$ cat config.mk
export PLATFORM = sky130hd
export DESIGN_NAME = smag_bcd_conv_flat
export DESIGN_NICKNAME = d
export VERILOG_FILES = /design/src/rtl/smag_pkg.sv /design/src/rtl/smag_bcd_conv_if.sv /design/src/rtl/bcd_add3.sv /design/src/rtl/smag_bcd_conv.sv /design/src/flat_wrapper.sv
export SDC_FILE = /design/constraint.sdc
export NUM_CORES = 1
export LEC_CHECK = 0
export BUFFER_PORTS_ARGS = -buffer_cell sky130_fd_sc_hd__buf_2
export CAP_MARGIN = 40
export CORE_MARGIN = 5
export CORE_UTILIZATION = 58
export DETAILED_ROUTE_END_ITERATION = 8
export PLACE_DENSITY_LB_ADDON = 0.12
export SLEW_MARGIN = 5
export SYNTH_ARGS = -nofsm -noshare
export SYNTH_HDL_FRONTEND = slang
export SYNTH_SLANG_ARGS = --single-unit
$ cat constraint.sdc
create_clock -name clk -period 4.4 [get_ports clk]
set_clock_uncertainty 0.15 [all_clocks]
set_input_delay 0.44 -clock clk [delete_from_list [all_inputs] [get_ports clk]]
set_output_delay 0.44 -clock clk [all_outputs]
set_load 0.05 [all_outputs]
$ cat src/rtl/smag_pkg.sv
// Shared types and constants for the sign-magnitude to BCD converter.
// Digit correction thresholds and default widths live here so sub-blocks agree.
package smag_pkg;

   typedef enum logic [1:0] {
      IDLE  = 2'd0,
      SHIFT = 2'd1,
      DONE  = 2'd2
   } state_t;

   typedef logic [3:0] bcd_digit_t;

   localparam int BCD_ADJ_THRESH = 5;
   localparam int BCD_ADJ        = 3;

   localparam int DEF_MAG_W = 8;
   localparam int DEF_NDIG  = 3;

endpackage

$ cat src/rtl/smag_bcd_conv_if.sv
// Product input and result output handshake bundle for smag_bcd_conv.
// slave is the converter side; master is the producer/consumer side.
interface smag_bcd_conv_if
   import smag_pkg::*;
#(
   parameter int MAG_W = DEF_MAG_W,
   parameter int NDIG  = DEF_NDIG
);

   logic                in_valid;
   logic                in_ready;
   logic                in_sign;
   logic [MAG_W-1:0]    in_mag;

   logic                out_valid;
   logic                out_ready;
   logic                out_sign;
   logic [4*NDIG-1:0]   out_bcd;
   logic [MAG_W:0]      out_tc;

   modport slave (
      input  in_valid, in_sign, in_mag, out_ready,
      output in_ready, out_valid, out_sign, out_bcd, out_tc
   );

   modport master (
      output in_valid, in_sign, in_mag, out_ready,
      input  in_ready, out_valid, out_sign, out_bcd, out_tc
   );

endinterface

$ cat src/rtl/bcd_add3.sv
// Double-dabble digit correction: digits of 5 or more get +3 before the shift.
// Purely combinational, no handshake.
module bcd_add3
   import smag_pkg::*;
(
   input  bcd_digit_t d,
   output bcd_digit_t q
);

   assign q = (d >= 4'(BCD_ADJ_THRESH)) ? d + 4'(BCD_ADJ) : d;

endmodule

$ cat src/rtl/smag_bcd_conv.sv
// Sign-magnitude product to BCD + two's complement, one double-dabble step per cycle.
// Result after MAG_W cycles; held in DONE until out_ready, no input taken while busy.
module smag_bcd_conv
   import smag_pkg::*;
#(
   parameter int MAG_W = DEF_MAG_W,
   parameter int NDIG  = DEF_NDIG
)
(
   input  logic             clk,
   input  logic             rst,
   smag_bcd_conv_if.slave   io
);

   localparam int BCD_W = 4 * NDIG;
   localparam int CNT_W = $clog2(MAG_W + 1);

   state_t             state;
   state_t             state_nxt;
   logic [CNT_W-1:0]   cnt;
   logic [MAG_W-1:0]   mag_sr;
   logic [BCD_W-1:0]   bcd_acc;
   logic [BCD_W-1:0]   bcd_adj;
   logic               sign_q;
   logic [MAG_W:0]     tc_q;
   logic               accept;
   logic               last_shift;
   logic               sign_norm;
   logic [MAG_W:0]     mag_ext;
   logic [MAG_W:0]     tc_nxt;

   for (genvar g = 0; g < NDIG; g++) begin : g_add3
      bcd_add3 u_add3 (
         .d (bcd_acc[4*g +: 4]),
         .q (bcd_adj[4*g +: 4])
      );
   end

   assign last_shift = (cnt == CNT_W'(MAG_W - 1));

   // "-0" collapses to +0 so the readout never shows a negative zero
   assign sign_norm = io.in_sign && (|io.in_mag);
   assign mag_ext   = {1'b0, io.in_mag};
   assign tc_nxt    = sign_norm ? -mag_ext : mag_ext;

   always_ff @(posedge clk or posedge rst) begin
      if (rst) begin
         state <= IDLE;
      end else begin
         state <= state_nxt;
      end
   end

   always_comb begin
      state_nxt    = state;
      io.in_ready  = 1'b0;
      io.out_valid = 1'b0;
      accept       = 1'b0;
      case (state)
         IDLE: begin
            io.in_ready = 1'b1;
            if (io.in_valid) begin
               accept    = 1'b1;
               state_nxt = SHIFT;
            end
         end
         SHIFT: begin
            if (last_shift) begin
               state_nxt = DONE;
            end
         end
         DONE: begin
            io.out_valid = 1'b1;
            if (io.out_ready) begin
               state_nxt = IDLE;
            end
         end
         default: begin
            state_nxt = IDLE;
         end
      endcase
   end

   always_ff @(posedge clk or posedge rst) begin
      if (rst) begin
         cnt     <= '0;
         mag_sr  <= '0;
         bcd_acc <= '0;
         sign_q  <= 1'b0;
         tc_q    <= '0;
      end else if (accept) begin
         cnt     <= '0;
         mag_sr  <= io.in_mag;
         bcd_acc <= '0;
         sign_q  <= sign_norm;
         tc_q    <= tc_nxt;
      end else if (state == SHIFT) begin
         // correct first, then shift the magnitude MSB into the BCD LSB
         {bcd_acc, mag_sr} <= {bcd_adj, mag_sr} << 1;
         cnt               <= cnt + CNT_W'(1);
      end
   end

   assign io.out_sign = sign_q;
   assign io.out_bcd  = bcd_acc;
   assign io.out_tc   = tc_q;

endmodule

$ cat src/flat_wrapper.sv
// flat-port wrapper written by rule: the top's interface ports become plain ports
module smag_bcd_conv_flat import smag_pkg::*;
#(
   parameter int MAG_W = DEF_MAG_W,
   parameter int NDIG  = DEF_NDIG
)
  (clk, rst, io_in_valid, io_in_sign, io_in_mag, io_out_ready, io_in_ready, io_out_valid, io_out_sign, io_out_bcd, io_out_tc);
  smag_bcd_conv_if #(.MAG_W(MAG_W), .NDIG(NDIG)) io_i ();
  input  logic clk;
  input  logic rst;
  input wire logic [$bits(io_i.in_valid)-1:0] io_in_valid;
  input wire logic [$bits(io_i.in_sign)-1:0] io_in_sign;
  input wire logic [$bits(io_i.in_mag)-1:0] io_in_mag;
  input wire logic [$bits(io_i.out_ready)-1:0] io_out_ready;
  output wire logic [$bits(io_i.in_ready)-1:0] io_in_ready;
  output wire logic [$bits(io_i.out_valid)-1:0] io_out_valid;
  output wire logic [$bits(io_i.out_sign)-1:0] io_out_sign;
  output wire logic [$bits(io_i.out_bcd)-1:0] io_out_bcd;
  output wire logic [$bits(io_i.out_tc)-1:0] io_out_tc;
  assign io_i.in_valid = io_in_valid;
  assign io_i.in_sign = io_in_sign;
  assign io_i.in_mag = io_in_mag;
  assign io_i.out_ready = io_out_ready;
  assign io_in_ready = io_i.in_ready;
  assign io_out_valid = io_i.out_valid;
  assign io_out_sign = io_i.out_sign;
  assign io_out_bcd = io_i.out_bcd;
  assign io_out_tc = io_i.out_tc;
  smag_bcd_conv #(.MAG_W(MAG_W), .NDIG(NDIG)) u_core (.clk(clk), .rst(rst), .io(io_i));
endmodule
======== Word-level counts from Yosys, hierarchy flattened ========
Index checks and enable logic that the tools add are counted.
word-level totals
  bits in registers ....................... 36
  output and inout bits ................... 24
  word-level logic and storage cells ...... 43
cells by class
  multiplexer cells ....................... 18
  magnitude comparators ................... 3
  $add $sub $neg .......................... 5
  reductions and logical operators ........ 5
  eq/ne operators ......................... 6
operator list
  cell                 count
  $mux 12              2
  $mux 4               4
  $mux 8               2
  $ge 4x3->1 const B   3
  $mux 9               1
  $neg 8->9            1
  $add 4x2->4 const B  2
  $reduce_or 8->1      1
  $mux 2               3
  $pmux 2 s3           1
  $add 4x1->4 const B  1
  $eq 4x3->1 const B   1
  $mux 1               4
  $ne 2x2->1 const B   2
  $add 3x2->3 const B  1
  $mux 3               1
  $reduce_and 3->1     1
  $eq 2x1->1 const B   1
  $eq 2x2->1 const B   1
  $logic_not 2->1      1
  $ne 2x1->1 const B   1
  $reduce_bool 2->1    1
  $logic_and 1x1->1    1

======== Depth between registers and ports, before layout ========
Gate-level depths: netlist of run 1.
  word-level depth ........................ 4
  mapped depth ............................ 6
  depth with buffers taken out ............ 6

======== By module ========
From an unflattened synthesis of run 1, not the netlist that was laid out.
unflattened totals
  cell total of the unflattened synthesis .. 220
  area, all modules ....................... 1894.3 um^2
modules (own cells, without submodules)
  module         cells each  area each (um^2)  seq. area each (um^2)  instances
  smag_bcd_conv  172         1590.3            875.8                  1
  bcd_add3       16          101.3             0.0                    3

======== Worst setup path after synthesis of run 1 ========
OpenSTA, ideal clock, no wires.
  path type ............................... reg2reg
  start point ............................. register u_core.bcd_acc[5] (netlist: u_core.io.out_bcd[5])
  end point ............................... register u_core.bcd_acc[6] (netlist: u_core.io.out_bcd[6])
  required time ........................... 4.167 ns
  buffers on the path ..................... 0
  arrival time ............................ 1.802 ns
  period minus slack after synthesis ...... 2.034 ns
  slack ................................... 2.366 ns
  stages on the path, launching flop included .. 7
  setup time .............................. 0.083 ns
  cells stage by stage .................... dfrtp_1 inv_1 ha_1 nand2b_1 a21oi_1 mux2_2 o21ai_0
on the way
  cells in the longest elaborated chain, start to end .. 4
  elaborated cells on any way between the ends .. 5
  classes of those cells .................. add/sub (1); order compare (1); mux (3)
ends and longest elaborated chain
  element                                           RTL line             RTL
  start, declared                                   smag_bcd_conv.sv:22  logic [BCD_W-1:0] bcd_acc;
  start signal, assigned                            smag_bcd_conv.sv:99  {bcd_acc, mag_sr} <= {bcd_adj, mag_sr} << 1;
  $add 4x2->4 / $ge 4x3->1 (equally long branches)  bcd_add3.sv:10       assign q = (d >= 4'(BCD_ADJ_THRESH)) ? d + 4'(BCD_ADJ) : d;
  $mux 4 (*)                                        bcd_add3.sv:10
  $mux 12 (*)                                       smag_bcd_conv.sv:97  end else if (state == SHIFT) begin
  $mux 12 (*)                                       smag_bcd_conv.sv:91  end else if (accept) begin
Every way passes the cells marked *; elsewhere a longest branch is shown, timed or not. The select of a mux whose other input is x is not followed.
A chain may end at the register's enable or synchronous reset.

======== Worst setup path after layout of run 1 ========
  start point ............................. register u_core.state[1]
  end point ............................... register u_core.bcd_acc[7] (netlist: u_core.io.out_bcd[7])
on the way
  cells in the longest elaborated chain, start to end .. 3
  elaborated cells on any way between the ends .. 5
  classes of those cells .................. eq/ne (1); mux (2); reduce/logical (2)
ends and longest elaborated chain
  element                                              RTL line             RTL
  start, declared                                      smag_bcd_conv.sv:18  state_t state;
  start signal, assigned                               smag_bcd_conv.sv:50  state <= state_nxt;
  $logic_not 2->1                                      smag_bcd_conv.sv:59  case (state)
  $mux 1                                               smag_bcd_conv.sv:59
  $mux 12 / $reduce_bool 2->1 (equally long branches)  -
Parallel ways exist; a longest one is shown, timed or not.

==> results.md, run 1 <==
* Placer Congestion at just under 0.9
* CP Data Required Time at 4500 ps
* Synth warn at 0
* Synth Register Bits at 36
* Layout area overhead at 13.9%
* Die X at 66.7 µm
* CP max stage delay at 770 ps
* Design area at 0.00213 mm²
* Post_cts resized at 0
* Peak VDD IR at around 360 µV
* RSZ-0062 raised after global routing: false
* Distinct cell type count after synthesis at 36
* Via-per-instance ratio at 5.63
* Min cycle time layout at 2020 ps
* Placed inst area at ~0.0021 mm²
* Mapped Cells at 195
* Non-filler instance count after layout at 277
* Die Height at 66.7 µm
* Drt pass-1 iters at 5
* Ys async rst share at 100%
* Arrival @ worst endpoint at between 2000 and 2500 ps
* TritonCTS Buffers at 5
* Die area at ~0.0045 mm²
* Cell total after placement at 269
* Critical path's top delay family: simple AND/OR/NAND/NOR gates
* Fin. max-slew vios at 0
* Via count at 1559
* CP Capture Type: flip-flop
* CTS tree: built
* Largest net degree at the start of global routing at 37
* Routed WL per cell at roughly 15 µm
* Register area share after synthesis at between 40 and 50%
* Skew-Pair Late Insertion Delay at 350 ps
* # H-tree levels at 2
* DPL Wire Length at 2870 µm
* Core ar. at 0.00308 mm²
* Initial antenna violation count at 0
* CTS clk-pin slew, worst paths at approximately 110 ps
* Final setup violation count at 0
* Power Dens Cells at 812 mW/mm²
* Outcome: completed
* First-pass GRT wire length at 6910 µm
* # IOs at 37
* Crit Path Category: flip-flop to flip-flop
* Total Power at 0.00173 W
* Hold WC Path Type: input port to async pin
* Routed WL at 4050 µm
* Post-CTS Setup Repair Bufs at 0
* Fmax achieved at around 0.5 GHz
* Iteration-0 DRC Markers at 103
* # DRC at 0
* Vias in the first global route at 1592
* Mean post-synth cell area at 9.57 µm²
* CTS sink cnt at 36
* Slew headroom at between 50 and 60%
* Site Rows at 20
* Setup TNS at 0 ps
* Syn Std Cell Area at 0.00187 mm²
* Tcrit/Tclk final at 46.0%
* Max cap viols at 0
* Tightest Pin Transition at 734 ps
* # hold bufs at CTS at 0
* DRT antenna net count at 0
* Crit path buf inv count at 0
* CP max-delay cell: or3b_2
* Share of layout cells above drive strength 1 at 23.2%
* CP Launch Type: flip-flop
* CP Cell Sequence: or3b_2 -> nand2_1 -> o31ai_1 -> a32o_1
* Final nets at between 200 and 300
* Port bufs at 36
* Leakage at slightly above 1 nW
* Root cell of the clock tree: clkbuf_4
* Initial core utilization at 60.7%
* Total GRT Usage at around a fifth
* Global route overflow at 0
* CP Max Fanout at 34
* Final Util at slightly below 70%
* Mapped Nets at 216
* Synth Flop Type: dfrtp_1
* Max Buffers Root-to-Sink at 2
* Final Hold Vio Count at 0
* Post-synth EDFFs at 0
* Ant. Diodes at 0
-- metal layers --
metal | wire [µm] | track usage (%) | vias up | part of all wire [%]
met4 | 74 | 9.39 | 0 | 1.8
met5 | 0 | 0 | - | 0
li1 | - | - | 757 | -
met3 | 247 | 6.24 | 9 | 6.1
met1 | 1750 | 23.5 | 746 | 43
met2 | 1980 | 35.1 | 47 | 49
-- state kept, by name (all words and copies together) (netlist names) --
| name | count |
|---|---|
| u_core.mag_sr | 8 |
| u_core.io.out_sign | 1 |
| u_core.state | 2 |
| u_core.io.out_tc | 9 |
| u_core.io.out_bcd | 12 |
| u_core.cnt | 4 |
-- cell families (layout without fill, tap and decap cells) --
family                   Yosys count  count (layout)  share of synthesized area, %
adder cells (fa/ha/maj)            8               8                          5.36
AO/OA/AOI/OAI                     49              49                          17.2
multiplexers                       3               3                          1.74
flip-flops                        36              36                          48.3
AND/OR/NAND/NOR                   71              71                          18.3
XOR/XNOR                           8               8                          3.75
buffers and inverters             20              58                          5.43
-- power by group --
part           internal [W]  leakage [nW]  switching (W)
clock             0.0000760        0.0380       0.000113
combinational      0.000281         0.546       0.000671
sequential         0.000478         0.452       0.000108
total              0.000834          1.04       0.000892
-- synthesized netlist by cell type (4+ instances only) --
cell / count / area [µm²]
dfrtp_1: 36 / 901
nand2_1: 34 / 128
o21ai_0: 20 / 100
nand3_1: 13 / 65.1
inv_1: 11 / 41.3
ha_1: 8 / 100
o31ai_1: 8 / 60.1
nor2_1: 7 / 26.3
a21oi_1: 4 / 20.0
a22oi_1: 4 / 30.0
clkbuf_1: 4 / 15.0
nand2b_1: 4 / 25.0
xnor2_1: 4 / 35.0
xor2_1: 4 / 35.0
-- final timing paths --
check                      cells past startpoint                    to               start  slack [ps]
min in group clk                               3      u_core.mag_sr[7]        io_in_mag[7]         210
max in group asynchronous                      3      u_core.mag_sr[3]                 rst        3760
hold / removal                                 3   u_core.io.out_tc[4]                 rst          10
setup / recovery                               4  u_core.io.out_bcd[7]     u_core.state[1]        2380
setup reg to reg                               4  u_core.io.out_bcd[7]     u_core.state[1]        2380
hold reg to reg                                2    u_core.io.out_sign  u_core.io.out_sign         340
-- final cells by class --
cell class	instances	area [µm²]
repair buffers	39	203
inverters	11	41.3
clock inverters	2	10.0
multi-input cells	139	865
fillers	268	952
flip-flops and latches	36	901
well taps	44	55.1
clock buffers	6	51.3
-- tightest hold or removal path: stages --
cell	delay, ps
buf_2	90
inv_1	40
buf_4	390
-- per-stage QoR --
stage | hold slack [ps] | setup WS [ps]
floorplan | 296 | 2370
global placement | 307 | 2320
detailed placement | 321 | 2270
CTS | 27.0 | 2390
global route | 62.3 | 2260
finish | 12.9 | 2380
-- placed cells by master, fill, tap and decap left out, types with 3 or more instances in the layout --
master	synthesis	layout
a21oi_1	4	4
a22oi_1	4	4
a31oi_1	3	3
a32o_1	3	3
buf_2	1	36
buf_4	0	3
clkbuf_4	0	5
dfrtp_1	36	36
ha_1	8	8
inv_1	11	11
nand2_1	34	34
nand2b_1	4	4
nand3_1	13	13
nor2_1	7	7
nor2b_1	3	3
nor3b_1	3	3
o21ai_0	20	20
o31ai_1	8	8
xnor2_1	4	4
xor2_1	4	4
Note: power is estimated with default switching activity, not from simulation.
==> run 2, diff against run 1 <==
--- a/config.mk
+++ b/config.mk
@@ -5,10 +5,11 @@
 export SDC_FILE = /design/constraint.sdc
 export NUM_CORES = 1
 export LEC_CHECK = 0
+export ABC_AREA = 1
 export BUFFER_PORTS_ARGS = -buffer_cell sky130_fd_sc_hd__buf_2
 export CAP_MARGIN = 40
 export CORE_MARGIN = 5
-export CORE_UTILIZATION = 58
+export CORE_UTILIZATION = 49
 export DETAILED_ROUTE_END_ITERATION = 8
 export PLACE_DENSITY_LB_ADDON = 0.12
 export SLEW_MARGIN = 5
==> constraint.sdc (replaced) <==
create_clock -name clk -period 1.7 [get_ports clk]
set_clock_uncertainty 0.15 [all_clocks]
set_input_delay 0.17 -clock clk [delete_from_list [all_inputs] [get_ports clk]]
set_output_delay 0.17 -clock clk [all_outputs]
set_load 0.05 [all_outputs]
==> run 2 against run 1 <==
First-iteration DRC count down 20%. Register-to-register slack worse by 2100 ps. Clock power rose to 3.9 times the previous value. Core utilization down 6.9 points. Die area up 17%. Critical path depth up 2. Synthesized cell count up 18%. Combinational power rose to 3.0 times the previous value. Sequential cell count unchanged. Worst setup slack worse by 2300 ps. Sequential power rose to 2.6 times the previous value.
==> results.md, run 2 <==
* Outcome: completed (unchanged)
* Mapped Cells at 230 (was 195)
* Ranking of synthesized cells by area: dfrtp_1 (48%), nand2_1 (13%), inv_1 (6.5%) (was dfrtp_1 (48%), nand2_1 (6.8%), ha_1 (5.4%))
* Post-synth EDFFs at 0 (unchanged)
* Via count at 1640 (was 1559)
* Via-per-instance ratio at 5.02 (was 5.63)
* Tcrit/Tclk final at 93.3%
* TritonCTS Buffers at 5 (unchanged)
* Layout area overhead at 21.2% (was 13.9%)
* Hold WC Path Type: input port to flip-flop (was input port to async pin)
* R2R Setup Slk at 230 ps (was 2380 ps)
* Die Height at 72.2 µm (was 66.7 µm)
* Worst slack at placement at 235 ps (was 2270 ps)
* Fmax achieved at 0.631 GHz
* Routed WL at 4020 µm (was 4050 µm)
* CTS sink cnt at 36 (unchanged)
* Min cycle time layout at 1590 ps
* Root cell of the clock tree: clkbuf_8 (was clkbuf_4)
* Design area at 0.00229 mm² (was 0.00213 mm²)
* Global route overflow at 0 (unchanged)
* Cell taking the most area after synthesis: dfrtp_1 (unchanged)
* Setup slack after layout at 115 ps (was 2380 ps)
* Die area at 0.00521 mm² (was 0.00445 mm²)
* Footprint of the multi-input gates at 825 µm² (was 865 µm²)
* Core ar. at 0.00369 mm² (was 0.00308 mm²)
* Vias in the first global route at 1545 (was 1592)
* Arrival @ worst endpoint at 1620 ps (was 2120 ps)
* Crit Path Category: input port to flip-flop (was flip-flop to flip-flop)
* Top cells by count, synth: nand2_1 (67), dfrtp_1 (36), inv_1 (33), o21ai_0 (15), nor2_1 (12) (was dfrtp_1 (36), nand2_1 (34), o21ai_0 (20), nand3_1 (13), inv_1 (11))
* Site Rows at 22 (was 20)
* Final nets at 299 (was 253)
* Die X at 72.2 µm (was 66.7 µm)
* Placer Congestion at 0.818 (was 0.868)
* Most frequent cells in the layout: nand2_1 (66), buf_2 (36), dfrtp_1 (34) (was buf_2 (36), dfrtp_1 (36), nand2_1 (34))
* Register area at 903 µm² (was 901 µm²)
* Worst Setup SP: io_in_mag[0] (was u_core.state[1])
* Max Buffers Root-to-Sink at 2 (unchanged)
* Ant. Diodes at 0 (unchanged)
* CP Capture Type: flip-flop (unchanged)
* Peak VDD IR at 976 µV (was 356 µV)
* Fin Hold WS at 11.7 ps (was 12.9 ps)
* DRT antenna net count at 0 (unchanged)
* Syn Std Cell Area at 0.00189 mm² (was 0.00187 mm²)
* Drt pass-1 iters at 4 (was 5)
* Ys async rst share at 100% (unchanged)
* Final setup violation count at 0 (unchanged)
* Power Dens Cells at 2230 mW/mm² (was 812 mW/mm²)
* Tightest Pin Transition at 483 ps (was 734 ps)
* CP Max Fanout at 4 (was 34)
* Register area share after synthesis at 47.6% (was 48.3%)
* Iteration-0 DRC Markers at 82 (was 103)
* # IOs at 37 (unchanged)
* Mapped Nets at 251 (was 216)
* Leading cell type in the layout, fill and taps excluded: nand2_1
* Initial antenna violation count at 0 (unchanged)
* # DRC at 0 (unchanged)
* Port bufs at 36 (unchanged)
* RSZ-0062 raised after global routing: false (unchanged)
* Total Power at 0.00511 W (was 0.00173 W)
* Initial core utilization at 51.3% (was 60.7%)
* CP Data Required Time at 1730 ps (was 4500 ps)
* Max cap viols at 0 (unchanged)
* Top-count cell post-synth: nand2_1 (was dfrtp_1)
* Filler cells at 345 (was 268)
* Leakage at 1.24 nW (was 1.04 nW)
* # H-tree levels at 2 (unchanged)
* Mean post-synth cell area at 8.23 µm² (was 9.57 µm²)
* Largest net degree at the start of global routing at 37 (unchanged)
* CP Launch Type: input port (was flip-flop)
* Placed inst area at 0.00213 mm² (was 0.00206 mm²)
* Max reg flops at 12 (unchanged)
* Synth warn at 0 (unchanged)
* Distinct cell type count after synthesis at 25 (was 36)
* First-pass GRT wire length at 7020 µm (was 6910 µm)
* Worst hold path startpoint: io_in_mag[7]
* Slew headroom at 67.5% (was 51.1%)
* Final Hold Vio Count at 0 (unchanged)
* Share of layout cells above drive strength 1 at 21.9% (was 23.2%)
* Share of the synthesized area in the top cell type at 47.6% (was 48.3%)
* CTS tree: built (unchanged)
* Fin. max-slew vios at 0 (unchanged)
* DPL Wire Length at 2830 µm (was 2870 µm)
* Skew-Pair Late Insertion Delay at 290 ps (was 350 ps)
* Total GRT Usage at 17.3% (was 20.6%)
* Routed WL per cell at 12.3 µm (was 14.6 µm)
* Setup TNS at 0 ps (unchanged)
* CTS clk-pin slew, worst paths at 70 ps (was 110 ps)
* R2r startpoint: u_core.state[1] (unchanged)
* Synth Register Bits at 36 (unchanged)
* Synth Flop Type: dfrtp_1 (unchanged)
## run 2: cell count changes in the layout (fill, tap and decap cells not counted), sizes merged, moves of 5 or more
| cell | change |
|---|---|
| o22ai | +9 |
| o221ai | +5 |
| nand2 | +37 |
| inv | +26 |
| o31ai | -8 |
| nor2 | +8 |
| dlygate4sd3 | +5 |
## run 2: worst max-delay path: stages
cell and delay, ps:
dlygate4sd3_1 530, buf_2 140, nor3_1 420, nand4_1 190, nand3b_1 130, nand2_1 50
## run 2: where the power goes
part / total, W / leakage (nW) / internal [W] / switching (W)
registers: 0.00155 / 0.445 / 0.00127 / 0.000277
clock network: 0.000742 / 0.0552 / 0.000435 / 0.000307
logic: 0.00282 / 0.737 / 0.000807 / 0.00201
## run 2: worst paths after layout
path | end | cells after the start
min in group asynchronous | u_core.mag_sr[5] | 4
max in group asynchronous | u_core.io.out_bcd[0] | 4
worst min register to register | u_core.io.out_tc[1] | 2
worst max register to register | u_core.io.out_tc[5] | 8
worst max-delay path | u_core.io.out_tc[7] | 6
worst min-delay path | u_core.io.out_tc[7] | 3
## run 2: layer usage
layer	wire, µm	GRT usage [%]
met1	1930	23.2
met2	1810	27.1
met3	220	4.85
met4	61	5.64
met5	0	0
## run 2: final cells by class
type | instances | share of cell area [%]
clock buffers | 6 | 3.16
well taps | 48 | 2.62
repair buffers | 45 | 11.3
clock inverters | 2 | 1.53
flip-flops and latches | 36 | 39.4
multi-input cells | 153 | 35.9
inverters | 37 | 6.05
## run 2: cell families (layout without fill, tap and decap cells)
kind of cell | after synthesis | after routing | share of synthesized area (%)
flops | 36 | 36 | 47.6
buf+inv | 41 | 90 | 8.99
xor+xnor | 3 | 3 | 1.39
fa+ha+maj | 8 | 8 | 5.29
simple gates | 102 | 102 | 23.9
compound gates | 40 | 40 | 12.8
## run 2: what timing repair did
action,CTS,global route
setup endpoints to repair,0,2
gates resized for setup,0,3
hold buffers,5,0
hold endpoints to repair,41,0
buffers inserted,0,1
## run 2: per-stage QoR
stage	std cells	utilization, %
floorplan	230	-
global placement	313	57.7
detailed placement	313	57.7
CTS	326	61.9
global route	327	62.2
finish	327	62.2
